[config.mk]
export PLATFORM = sky130hd
export DESIGN_NAME = phase_sequencer
export DESIGN_NICKNAME = d
export VERILOG_FILES = /design/src/rtl/phase_sequencer.sv
export SDC_FILE = /design/constraint.sdc
export NUM_CORES = 1
export LEC_CHECK = 0
export ABC_AREA = 1
export ABC_CLOCK_PERIOD_IN_PS = 2100
export BUFFER_PORTS_ARGS = -buffer_cell sky130_fd_sc_hd__buf_2
export CAP_MARGIN = 20
export CORE_MARGIN = 10
export CORE_UTILIZATION = 40
export CTS_BUF_LIST = sky130_fd_sc_hd__clkbuf_4 sky130_fd_sc_hd__clkbuf_8
export DETAILED_ROUTE_END_ITERATION = 8
export PLACE_DENSITY_LB_ADDON = 0.25
export SYNTH_ARGS = -nofsm -noshare
export SYNTH_HDL_FRONTEND = slang
export SYNTH_SLANG_ARGS = --single-unit
[constraint.sdc]
create_clock -name clk -period 2.1 [get_ports clk]
set_input_delay 0.105 -clock clk [delete_from_list [all_inputs] [get_ports clk]]
set_output_delay 0.105 -clock clk [all_outputs]
set_load 0.01 [all_outputs]
[src/rtl/phase_sequencer.sv]
// rtl/phase_sequencer.sv - round-robin intersection phase sequencer with all-red clearance and green watchdog
//
// Ports:
//   clk          clock
//   reset        asynchronous, active-high
//   phase_done   end-of-phase level from the light counter; its rising edge ends GREEN
//   veh_req      per-approach vehicle demand (level)
//   ped_req      per-approach pedestrian demand (pulse or level)
//   grant        one-hot active approach, zero during clearance
//   phase_start  one-cycle pulse as a new grant begins
//   all_red      high while no approach is granted
//   ped_walk     walk indication for the granted approach
//   cur_idx      index of the last/current granted approach
//   fault        sticky watchdog flag
module phase_sequencer #(
  parameter int N_APPR     = 4,
  parameter int ALLRED_CYC = 3,
  parameter int MAX_GREEN  = 1024
) (
  input  logic                      clk,
  input  logic                      reset,
  input  logic                      phase_done,
  input  logic [N_APPR-1:0]         veh_req,
  input  logic [N_APPR-1:0]         ped_req,
  output logic [N_APPR-1:0]         grant,
  output logic                      phase_start,
  output logic                      all_red,
  output logic [N_APPR-1:0]         ped_walk,
  output logic [$clog2(N_APPR)-1:0] cur_idx,
  output logic                      fault
);

  localparam int IW   = $clog2(N_APPR);
  // One timer serves both the clearance and the watchdog; it only ever
  // counts up to (limit-1) of the state it is in, so it never wraps.
  localparam int TMAX = (ALLRED_CYC > MAX_GREEN) ? ALLRED_CYC : MAX_GREEN;
  localparam int TW   = $clog2(TMAX);

  localparam logic [TW-1:0] ALLRED_LAST = TW'(ALLRED_CYC - 1);
  localparam logic [TW-1:0] GREEN_LAST  = TW'(MAX_GREEN - 1);
  localparam logic [IW-1:0] LAST_IDX    = IW'(N_APPR - 1);

  typedef enum logic [1:0] {
    S_INIT    = 2'd0,
    S_ALL_RED = 2'd1,
    S_GRANT   = 2'd2,
    S_GREEN   = 2'd3
  } state_t;

  state_t            state, state_nxt;
  logic [TW-1:0]     timer, timer_nxt;
  logic [N_APPR-1:0] veh_pend, ped_pend;
  logic [N_APPR-1:0] veh_pend_nxt, ped_pend_nxt;
  logic              done_q;
  logic              done_ev;

  logic [N_APPR-1:0] grant_nxt, ped_walk_nxt, clr_mask;
  logic              phase_start_nxt, all_red_nxt, fault_nxt;
  logic [IW-1:0]     cur_idx_nxt;

  logic [N_APPR-1:0] pend;
  logic              sel_found;
  logic [IW-1:0]     sel_idx;

  assign done_ev = phase_done & ~done_q;
  assign pend    = veh_pend | ped_pend;

  function automatic logic [IW-1:0] wrap_add(input logic [IW-1:0] base, input int step);
    int s;
    s = int'(base) + step;
    if (s >= N_APPR) s = s - N_APPR;
    return IW'(s);
  endfunction

  // Round-robin pick: cur_idx+1 first, cur_idx itself last. With no demand
  // the first grant after reset goes to approach 0; later ones rest in place.
  always_comb begin
    sel_found = 1'b0;
    sel_idx   = cur_idx;
    for (int j = 1; j <= N_APPR; j++) begin
      if (!sel_found && pend[wrap_add(cur_idx, j)]) begin
        sel_found = 1'b1;
        sel_idx   = wrap_add(cur_idx, j);
      end
    end
    if (!sel_found) begin
      sel_idx = (state == S_INIT) ? wrap_add(cur_idx, 1) : cur_idx;
    end
  end

  always_comb begin
    state_nxt       = state;
    timer_nxt       = timer;
    grant_nxt       = grant;
    phase_start_nxt = 1'b0;
    all_red_nxt     = all_red;
    ped_walk_nxt    = ped_walk;
    cur_idx_nxt     = cur_idx;
    fault_nxt       = fault;
    clr_mask        = '0;
    case (state)
      S_INIT, S_ALL_RED: begin
        if (timer == ALLRED_LAST) begin
          // Outputs are registered on entry to GRANT so they are valid in it.
          state_nxt       = S_GRANT;
          timer_nxt       = '0;
          grant_nxt       = N_APPR'(1) << sel_idx;
          ped_walk_nxt    = ped_pend[sel_idx] ? (N_APPR'(1) << sel_idx) : '0;
          cur_idx_nxt     = sel_idx;
          phase_start_nxt = 1'b1;
          all_red_nxt     = 1'b0;
        end else begin
          timer_nxt = timer + TW'(1);
        end
      end
      S_GRANT: begin
        state_nxt = S_GREEN;
        timer_nxt = '0;
        clr_mask  = grant;
      end
      S_GREEN: begin
        if (done_ev || timer == GREEN_LAST) begin
          // done_ev has priority: a real end-of-phase never raises fault.
          if (!done_ev) fault_nxt = 1'b1;
          state_nxt    = S_ALL_RED;
          timer_nxt    = '0;
          grant_nxt    = '0;
          ped_walk_nxt = '0;
          all_red_nxt  = 1'b1;
        end else begin
          timer_nxt = timer + TW'(1);
        end
      end
      default: begin
        state_nxt = S_ALL_RED;
        timer_nxt = '0;
      end
    endcase
  end

  // Set wins over clear, so demand still present while granted stays pending.
  assign veh_pend_nxt = (veh_pend & ~clr_mask) | veh_req;
  assign ped_pend_nxt = (ped_pend & ~clr_mask) | ped_req;

  always_ff @(posedge clk or posedge reset) begin
    if (reset) begin
      state       <= S_INIT;
      timer       <= '0;
      veh_pend    <= '0;
      ped_pend    <= '0;
      done_q      <= 1'b0;
      grant       <= '0;
      phase_start <= 1'b0;
      all_red     <= 1'b1;
      ped_walk    <= '0;
      cur_idx     <= LAST_IDX;
      fault       <= 1'b0;
    end else begin
      state       <= state_nxt;
      timer       <= timer_nxt;
      veh_pend    <= veh_pend_nxt;
      ped_pend    <= ped_pend_nxt;
      done_q      <= phase_done;
      grant       <= grant_nxt;
      phase_start <= phase_start_nxt;
      all_red     <= all_red_nxt;
      ped_walk    <= ped_walk_nxt;
      cur_idx     <= cur_idx_nxt;
      fault       <= fault_nxt;
    end
  end

endmodule

Word-level counts from Yosys, hierarchy flattened
Index checks and enable logic that the tools add are counted.
{ "totals": {"in_bits": 11, "mem_bits_ro": 0, "reg_bits": 34, "mem_bits_rw": 0, "latchBits": 0, "output_inout_bits": 13, "memories": 0} }
{ "classes": {"n_bitwise": 9, "n_shift": 1, "mul": 0, "n_eq_ne": 7, "n_addsub": 9, "magnitude_cmp": 9, "mux": 42, "n_reduce_logical": 14, "div": 0} }
{ "op_table": {"columns": ["operator", "n"], "rows": [
  ["one-hot mux 10 bit (3 select lines)", 1],
  ["two-way mux 2 bit", 12],
  ["two-way mux 10 bit", 2],
  ["two-way mux 4 bit", 5],
  ["one-hot mux 4 bit (2 select lines)", 2],
  ["less-than comparator 2 x 3 -> 1 bit (second input constant)", 5],
  ["two-way mux 1 bit", 13],
  ["bitwise OR 4 bit", 3],
  ["adder 10 x 1 -> 10 bit (second input constant)", 1],
  ["binary-select mux 1 bit (select 2 bit)", 5],
  ["== test 10 bit (second input constant)", 1],
  ["== test 10 x 2 -> 1 bit (second input constant)", 1],
  ["greater-or-equal comparator 3 bit (second input constant)", 3],
  ["bitwise AND 4 bit", 2],
  ["subtractor 2 x 1 -> 2 bit (second input constant)", 4],
  ["adder 2 x 2 -> 3 bit (second input constant)", 2],
  ["one-hot mux 2 bit (3 select lines)", 1],
  ["AND reduction 3 bit", 2],
  ["adder 2 x 3 -> 4 bit (second input constant)", 1],
  ["== test 2 bit (second input constant)", 2],
  ["greater-or-equal comparator 4 x 3 -> 1 bit (second input constant)", 1],
  ["inequality test 2 bit (second input constant)", 2],
  ["inverter 4 bit", 1],
  ["AND reduction 2 bit", 2],
  ["12 further kinds", 17]
]} }

Longest topological paths before layout
Gate-level depths: netlist of the first run.
{ "logic_depth": {"word_depth": 21, "mapped_depth": 15, "depth_no_buf": 14} }

Worst setup path after synthesis of the first run
Ideal clock, no wire load.
{ "synth_timing": {"path_kind": "register to register", "start": "reg cur_idx[0]", "end": "reg ped_walk[0]", "path_slack_ns": 0.397, "stages_incl_launch_ff": 15, "path_buffers": 1, "t_arrival_ns": 1.587, "period_less_slack_ns": 1.703, "path_cell_list": "dfstp_2 -> buf_6 -> nand2_1 -> nand2_4 -> nand3_2 -> nand2_4 -> nand2_2 -> nand3_2 -> nand2_2 -> inv_1 -> nor2_4 -> nor2_4 -> nor2_1 -> nand2_1 -> nand2_1"} }
{ "synth_between": {"elab_chain_cells": 21, "elab_cells_between_ends": 46, "classes_between": "add/sub (8); order compare (4); shift (1); mux (27); reduce/logical (6)"} }
{ "synth_rtl": {"columns": ["item", "line_no", "rtl"], "rows": [
  ["from (decl)", "29", "output logic [$clog2(N_APPR)-1:0] cur_idx,"],
  ["from (signal assigned)", "168", "cur_idx <= cur_idx_nxt;"],
  ["adder 2 x 1 -> 3 bit", "70", "s = int'(base) + step;"],
  ["greater-or-equal comparator 3 bit / subtractor 2 x 1 -> 2 bit (equally long branches)", "71", "if (s >= N_APPR) s = s - N_APPR;"],
  ["two-way mux 2 bit", "71", null],
  ["binary-select mux 1 bit (select 2 bit)", "81", "if (!sel_found && pend[wrap_add(cur_idx, j)]) begin"],
  ["two-way mux 1 bit (not written as such)", "81", null],
  ["two-way mux 1 bit", "81", null],
  ["zero test 1 bit", "81", null],
  ["logical AND 1 bit", "81", null],
  ["(+5 left out)", null, null],
  ["logical AND 1 bit", "81", null],
  ["two-way mux 2 bit / two-way mux 1 bit (equally long branches)", "81", null],
  ["two-way mux 2 bit *", "86", "if (!sel_found) begin"],
  ["binary-select mux 1 bit (select 2 bit)", "108", "ped_walk_nxt = ped_pend[sel_idx] ? (N_APPR'(1) << sel_idx) : '0;"],
  ["two-way mux 1 bit (not written as such)", "108", null],
  ["two-way mux 4 bit *", "108", null],
  ["two-way mux 4 bit *", "103", "if (timer == ALLRED_LAST) begin"],
  ["one-hot mux 4 bit (2 select lines) *", "101", "case (state)"],
  ["to (signal assigned)", "167", "ped_walk <= ped_walk_nxt;"],
  ["to (decl)", "28", "output logic [N_APPR-1:0] ped_walk,"]
]} }
Every way passes the cells marked *; elsewhere a longest branch is shown, timed or not. The select of a mux whose other input is x is not followed.
A chain may end at the register's enable or synchronous reset.

Worst setup path after layout of the first run
{ "layout_timing": {"start": "reg cur_idx[0]", "end": "reg ped_walk[3]"} }
The elaborated chain is that of the path after synthesis.

==> flow_summary_export.csv, run 1 <==
group,metric,value,unit
status,status,"completed",
timing,setup_violations,0,
yosys,synth_edf_count,0,
pwr,intPower,1.00,mW
min_path,min_path_type,"primary input to flop",
pwr,power.leakage,1.28,nW
placed_design,place_congestion,0.855,
timing,fin_crit,1.89,ns
run,maxCapViolCount,0,
grt,grt_pass1_wl,7.54,mm
yosys,yosys.area.top_type,"dfrtp_1",
route,routed_wirelength,4.29,mm
grt,grt_pass1_vias,1616,
yosys,synthMuxAreaShare,0,%
finish,nNetsFinal,287,
grt,gr-usage-all-layers,11.0,%
floorplanning,coreArea,4790,µm²
grt,use_met2,17.3,%
yosys,postSynthCellCount,240,
pwr,p_comb_share,2.5,%
yosys,ys_async_sr_fraction,100,%
worst_setup_path,r2r.worst_path.cells,12,
clock_tree,cts_root_buffer,"clkbuf_8",
pwr,clkPwrFrac,45.0,%
clock_tree,clkSinkCount,34,
yosys,netlist.area_leader.share,38.7,%
pwr,power.switching,0.248,mW
yosys,synth_xor_xnor_area_share,1.75,%
finish,syn_to_final_growth,16.7,%
timing,rsz0062_at_grt,"no",
timing,drv_slew,0,
floorplanning,dieArea,8250,µm²
yosys,synth_compound_area_share,7.99,%
timing,fin_skew,0.00506,ns
timing,max_clock_freq,529,MHz
finish,drive_above_1_share,30.9,%
yosys,ys_seq_area_share,42.6,%
yosys,synth.distinct_cells,25,
clock_tree,cts_max_path_buffers,2,
placed_design,numPortBuffers,23,
worst_setup_path,crit_top_cell,"nand2_1",
route,via_per_inst,4.59,
yosys,synth-simple-area-share,38.6,%
route,drtIter0Drc,60,
timing,fin_crit_sh,90.0,%
timing,maxSlewHeadroom,71.2,%
placed_design,place_hpwl,3.29,mm
floorplanning,start_util,41.9,%
yosys,synth_area_leaders,"dfrtp_1 (39%), nand2_1 (8.8%), nand2_4 (6.2%)",
grt,grt_start_max_net_pins,35,
route,drt-wirelength-per-cell,12.5,µm
yosys,syn_area_per_cell,8.36,µm²
worst_setup_path,worstSetupPathType,"flop to flop",
min_path,hold_path_depth,2,
grt,gr-total-overflow,0,
timing,setup_tns,0,ns
timing,hold_viol_final,0,
clock_tree,cts_tree,"yes",
worst_setup_path,slowest_delay,0.60,ns
route,drt.antenna.violating_nets,0,
pwr,p_per_area,534,nW/µm²
clock_tree,clk_latency,0.29,ns
grt,busiest_layer,"met2",
clock_tree,clk_pin_slew_worst_paths,0.07,ns
yosys,syn_area,2010,µm²
floorplanning,ios,24,
floorplanning,row_count,25,
grt,met1_usage,13.9,%
yosys,yosysWarnings,0,
worst_setup_path,cp.required,2.33,ns
clock_tree,cts_htree_levels,2,
pwr,pwr-share-seq,52.5,%
grt,antenna_found_initial,0,
worst_setup_path,critPathArrivalTime,2.12,ns
yosys,synth-main-ff-cell,"dfrtp_1",
yosys,synth_fp_nets,253,
timing,tightest_slew,0.432,ns
yosys,synth_fa_ha_area_share,1.25,%
floorplanning,die_h,90.8,µm
route,vias,1570,
worst_setup_path,startpoint_type,"flop",
yosys,synth.most_common_cell,"nand2_1",
worst_setup_path,path_cells,"inv_2 -> nand2_1 -> nand2_4 -> nand2_4 -> nand3_1 -> nand2_1 -> nand2_1 -> nand3_1 -> nand3_2 -> nor2_1 -> nand2_1 -> nand2_1",
yosys,synth_common_cells,"nand2_1 (47), dfrtp_1 (31), inv_1 (29)",
worst_setup_path,worstSetupEndpointType,"flop",
yosys,synth-seq-cells,34,
worst_setup_path,crit_fanout,11,
route,drc,0,
worst_setup_path,cp_slowest_cell,"dfstp_2",
pwr,ir_worst_vdd,0.434,mV
pwr,switching_share,19.9,%
floorplanning,die_w,90.8,µm
clock_tree,cts_buffers,5,
grt,grtUsageMet3,3.57,%
pwr,p_total,1.25,mW
finish,insertedDiodeCount,0,
route,drtPass1Iterations,4,
yosys,synth_top_family_by_area,"simple AND/OR/NAND/NOR gates",
[path summary, 6_finish.rpt]
check                                       start                 endpoint  slack, ns
setup / recovery           cur_idx[0]$_DFFE_PP1P_  ped_walk[3]$_DFFE_PP0P_       0.21
hold / removal                         ped_req[0]    ped_pend[0]$_DFF_PP0_       0.01
setup reg to reg           cur_idx[0]$_DFFE_PP1P_  ped_walk[3]$_DFFE_PP0P_       0.21
hold reg to reg                timer[0]$_DFF_PP0_       timer[0]$_DFF_PP0_       0.47
max in group asynchronous                   reset      all_red$_DFFE_PP1P_       1.30
min in group asynchronous                   reset     grant[1]$_DFFE_PP0P_       0.46
[power by group through the flow]
| stage | clock network [mW] | logic (mW) | registers (mW) |
|---|---|---|---|
| CTS | 0.581 | 0.0307 | 0.656 |
| global route | 0.613 | 0.0351 | 0.656 |
| global placement | 0 | 0.0275 | 0.668 |
| floorplan | 0 | 0.0131 | 0.668 |
| detailed placement | 0 | 0.0277 | 0.668 |
| finish | 0.562 | 0.0308 | 0.656 |
[placed cells by master (no fill, tap or decap)]
cell type | Yosys | layout
a21oi_1 | 6 | 6
buf_4 | 0 | 4
dlygate4sd3_1 | 0 | 3
o21ai_0 | 7 | 7
ha_1 | 2 | 2
nand2_4 | 11 | 11
nand3_2 | 9 | 9
inv_4 | 1 | 1
nand2_1 | 47 | 47
o21bai_1 | 8 | 8
xor2_1 | 2 | 2
o21ai_1 | 2 | 2
inv_1 | 29 | 29
dfrtp_1 | 31 | 31
nor3_1 | 2 | 2
or2_2 | 1 | 1
nand3_1 | 16 | 16
nor2_1 | 25 | 25
clkbuf_8 | 0 | 8
nand4_1 | 4 | 4
inv_2 | 2 | 2
nor2_4 | 5 | 5
nand2_2 | 16 | 16
xnor2_1 | 2 | 2
nor2_2 | 2 | 2
dfstp_2 | 3 | 3
buf_2 | 0 | 23
o22ai_1 | 4 | 4
[timing repair]
item	CTS	global route
hold buffers	2	1
endpoints found under the hold margin	32	1
setup buffers	0	1
resized for setup	0	0
endpoints found under the setup margin	0	2
[area by class of cell]
class / count / area (µm²)
Fill cell: 475 / 2440
Clock buffer: 8 / 110
Tap cell: 67 / 83.8
Multi-Input combinational cell: 171 / 995
Timing Repair Buffer: 30 / 175
Sequential cell: 34 / 855
Inverter: 32 / 123
[through the flow]
step	hold slack, ns	std cells	utilization (%)	instance area (µm²)	worst slack (ns)
2_1_floorplan	0.136	240	-	2010	0.397
3_3_place_gp	0.224	330	45.8	2190	0.204
3_5_place_dp	0.225	330	45.8	2190	0.182
4_1_cts	0.00158	340	48.5	2320	0.154
5_1_grt	0.0149	342	48.9	2340	0.0155
6_report	0.0109	342	48.9	2340	0.210
[cells by family after synthesis]
logic type / after synthesis
XOR/XNOR: 4
flip-flops: 34
adder cells (fa/ha/maj): 2
buffers and inverters: 35
AO/OA/AOI/OAI: 27
AND/OR/NAND/NOR: 138
[metal layers]
| metal | vias to the layer above | part of all wire [%] |
|---|---|---|
| met5 | - | 0 |
| met1 | 704 | 49 |
| li1 | 827 | - |
| met4 | 0 | 1.4 |
| met2 | 32 | 45 |
| met3 | 7 | 4.4 |
[state kept, by name, summed over array words and instances (netlist names)]
name and flops:
all_red 1, cur_idx 2, done_q 1, fault 1, grant 4, ped_pend 4, ped_walk 4, phase_start 1
state 2, timer 10, veh_pend 4
[critical path, delay by kind of cell (launching register included)]
| kind | cells | cell delay, ns |
|---|---|---|
| and+or+nand+nor | 11 | 1.09 |
| DFF | 1 | 0.60 |
| buffers and inverters | 1 | 0.15 |
No activity file was read; power rests on OpenSTA's default activity.
==> inputs of run 2 (changes only) <==
CORE_UTILIZATION = 60   (was 40)
SETUP_SLACK_MARGIN = 0.5   (was unset)
==> flow_summary_export.csv, run 2 (synthesis gave the netlist of run 1 again) <==
group,metric,value,unit
status,status,"completed",
route,drc,0,
finish,fill_cells,153,
finish,layout_common_cells,"nand2_1 (36), dfrtp_1 (31), inv_1 (25), buf_2 (23), nand2_2 (20)",
timing,fin_ws,0.169,ns
timing,fin_skew,0.0182,ns
timing,max_clock_freq,518,MHz
finish,insertedDiodeCount,0,
clock_tree,clkSinkCount,34,
placed_design,place_congestion,0.909,
route,vias,1907,
clock_tree,cts_htree_levels,2,
run,maxCapViolCount,0,
finish,drive_above_1_share,45.7,%
timing,hold_viol_final,0,
placed_design,place_hpwl,3.09,mm
floorplanning,dieArea,6060,µm²
placed_design,place_ws,0.239,ns
grt,grt_pass1_wl,7.96,mm
clock_tree,clk_pin_slew_worst_paths,0.12,ns
timing,setup_violations,0,
worst_setup_path,worstSetupEndpointType,"flop",
finish,nNetsFinal,312,
pwr,ir_worst_vdd,0.614,mV
route,routed_wirelength,5.74,mm
finish,syn_to_final_growth,35.1,%
timing,drv_slew,0,
route,drtPass1Iterations,4,
floorplanning,ios,24,
clock_tree,cts_tree,"yes",
worst_setup_path,critPathArrivalTime,2.19,ns
timing,fin_crit_sh,92.0,%
floorplanning,die_h,77.8,µm
timing,setup_tns,0,ns
grt,gr-total-overflow,0,
clock_tree,clk_latency,0.36,ns
floorplanning,row_count,20,
timing,maxSlewHeadroom,72.1,%
timing,rsz0062_at_grt,"yes",
clock_tree,cts_max_path_buffers,2,
worst_setup_path,crit_fanout,5,
grt,grt_pass1_vias,1707,
pwr,p_per_area,488,nW/µm²
worst_setup_path,cp.required,2.36,ns
timing,fin_crit,1.93,ns
floorplanning,start_util,64.1,%
floorplanning,die_w,77.8,µm
clock_tree,cts_buffers,5,
pwr,power.leakage,1.47,nW
placed_design,numPortBuffers,23,
min_path,min_path_type,"primary input to async pin",
clock_tree,cts_root_buffer,"clkbuf_4",
grt,antenna_found_initial,0,
route,via_per_inst,5.54,
finish,largest_reg_flops,10,
floorplanning,coreArea,3130,µm²
finish,top_register,"timer",
route,drt-wirelength-per-cell,16.7,µm
worst_setup_path,startpoint_type,"flop",
worst_setup_path,worstSetupPathType,"flop to flop",
grt,gr-usage-all-layers,16.0,%
route,drtIter0Drc,156,
route,drt.antenna.violating_nets,0,
grt,grt_start_max_net_pins,35,
timing,tightest_slew,0.418,ns
finish,final_common_cell,"nand2_1",
-- run 2: power breakdown --
| group | switching (mW) | total (mW) | internal [mW] |
|---|---|---|---|
| Clock | 0.252 | 0.625 | 0.372 |
| Combinational | 0.0193 | 0.0420 | 0.0226 |
| Sequential | 0.000235 | 0.656 | 0.656 |
| Total | 0.272 | 1.32 | 1.05 |
-- run 2: layout make-up --
type,count,area (µm²),area share (%)
multi-input cells,171,1150,42.4
flip-flops and latches,34,855,31.5
repair buffers,55,415,15.3
inverters,32,130,4.80
clock inverters,3,68.8,2.54
well taps,44,55.1,2.03
clock buffers,5,37.5,1.39
-- run 2: timing repair --
action,in CTS,in global routing
endpoints found under the hold margin,40,0
hold buffers,10,0
resized for setup,14,36
buffers inserted,10,9
endpoints found under the setup margin,17,19
pin swaps,11,15
-- run 2: final timing paths --
kind	from	end	slack [ns]	cells after the start
worst max-delay path	cur_idx[0]$_DFFE_PP1P_	grant[2]$_DFFE_PP0P_	0.17	12
worst min-delay path	reset	timer[0]$_DFF_PP0_	0.38	4
worst max register to register	cur_idx[0]$_DFFE_PP1P_	grant[2]$_DFFE_PP0P_	0.17	12
worst min register to register	fault$_DFFE_PP0P_	fault$_DFFE_PP0P_	0.48	1
max in group asynchronous	reset	cur_idx[0]$_DFFE_PP1P_	1.38	4
min in group clk	phase_done	done_q$_DFF_PP0_	0.39	2
-- run 2: worst max-delay path, cell delays in order (launching register included) --
cell	delay (ns)
dfstp_2	0.61
buf_6	0.14
nand2_2	0.07
nand2_1	0.10
nand2_2	0.06
nand2_4	0.10
nand2_4	0.07
nor2_4	0.13
nor2_1	0.06
nand2_1	0.08
nand3_2	0.11
buf_4	0.16
o22ai_1	0.13
-- run 2: through the flow --
step                      cell area (µm²)  util, %  std cells  power [mW]  hold slack, ns
final                                2710     86.6        344        1.32           0.384
after global routing                 2710     86.6        344        1.35           0.427
after CTS                            2520     80.7        335        1.31           0.387
after detailed placement             2180     69.6        307       0.695           0.225
after global placement               2180     69.6        307       0.695           0.211
after floorplan                      2020        -        240       0.681           0.136
-- run 2: metal layers --
layer  up-vias  share of wire [%]  wire length, µm  GRT usage, %
li1        882                  -                -             -
met1       924                 40             2280          19.3
met2        79                 50             2880          26.8
met3        22                6.7              386          5.30
met4         0                3.2              185          3.47
met5         -                  0                0             0
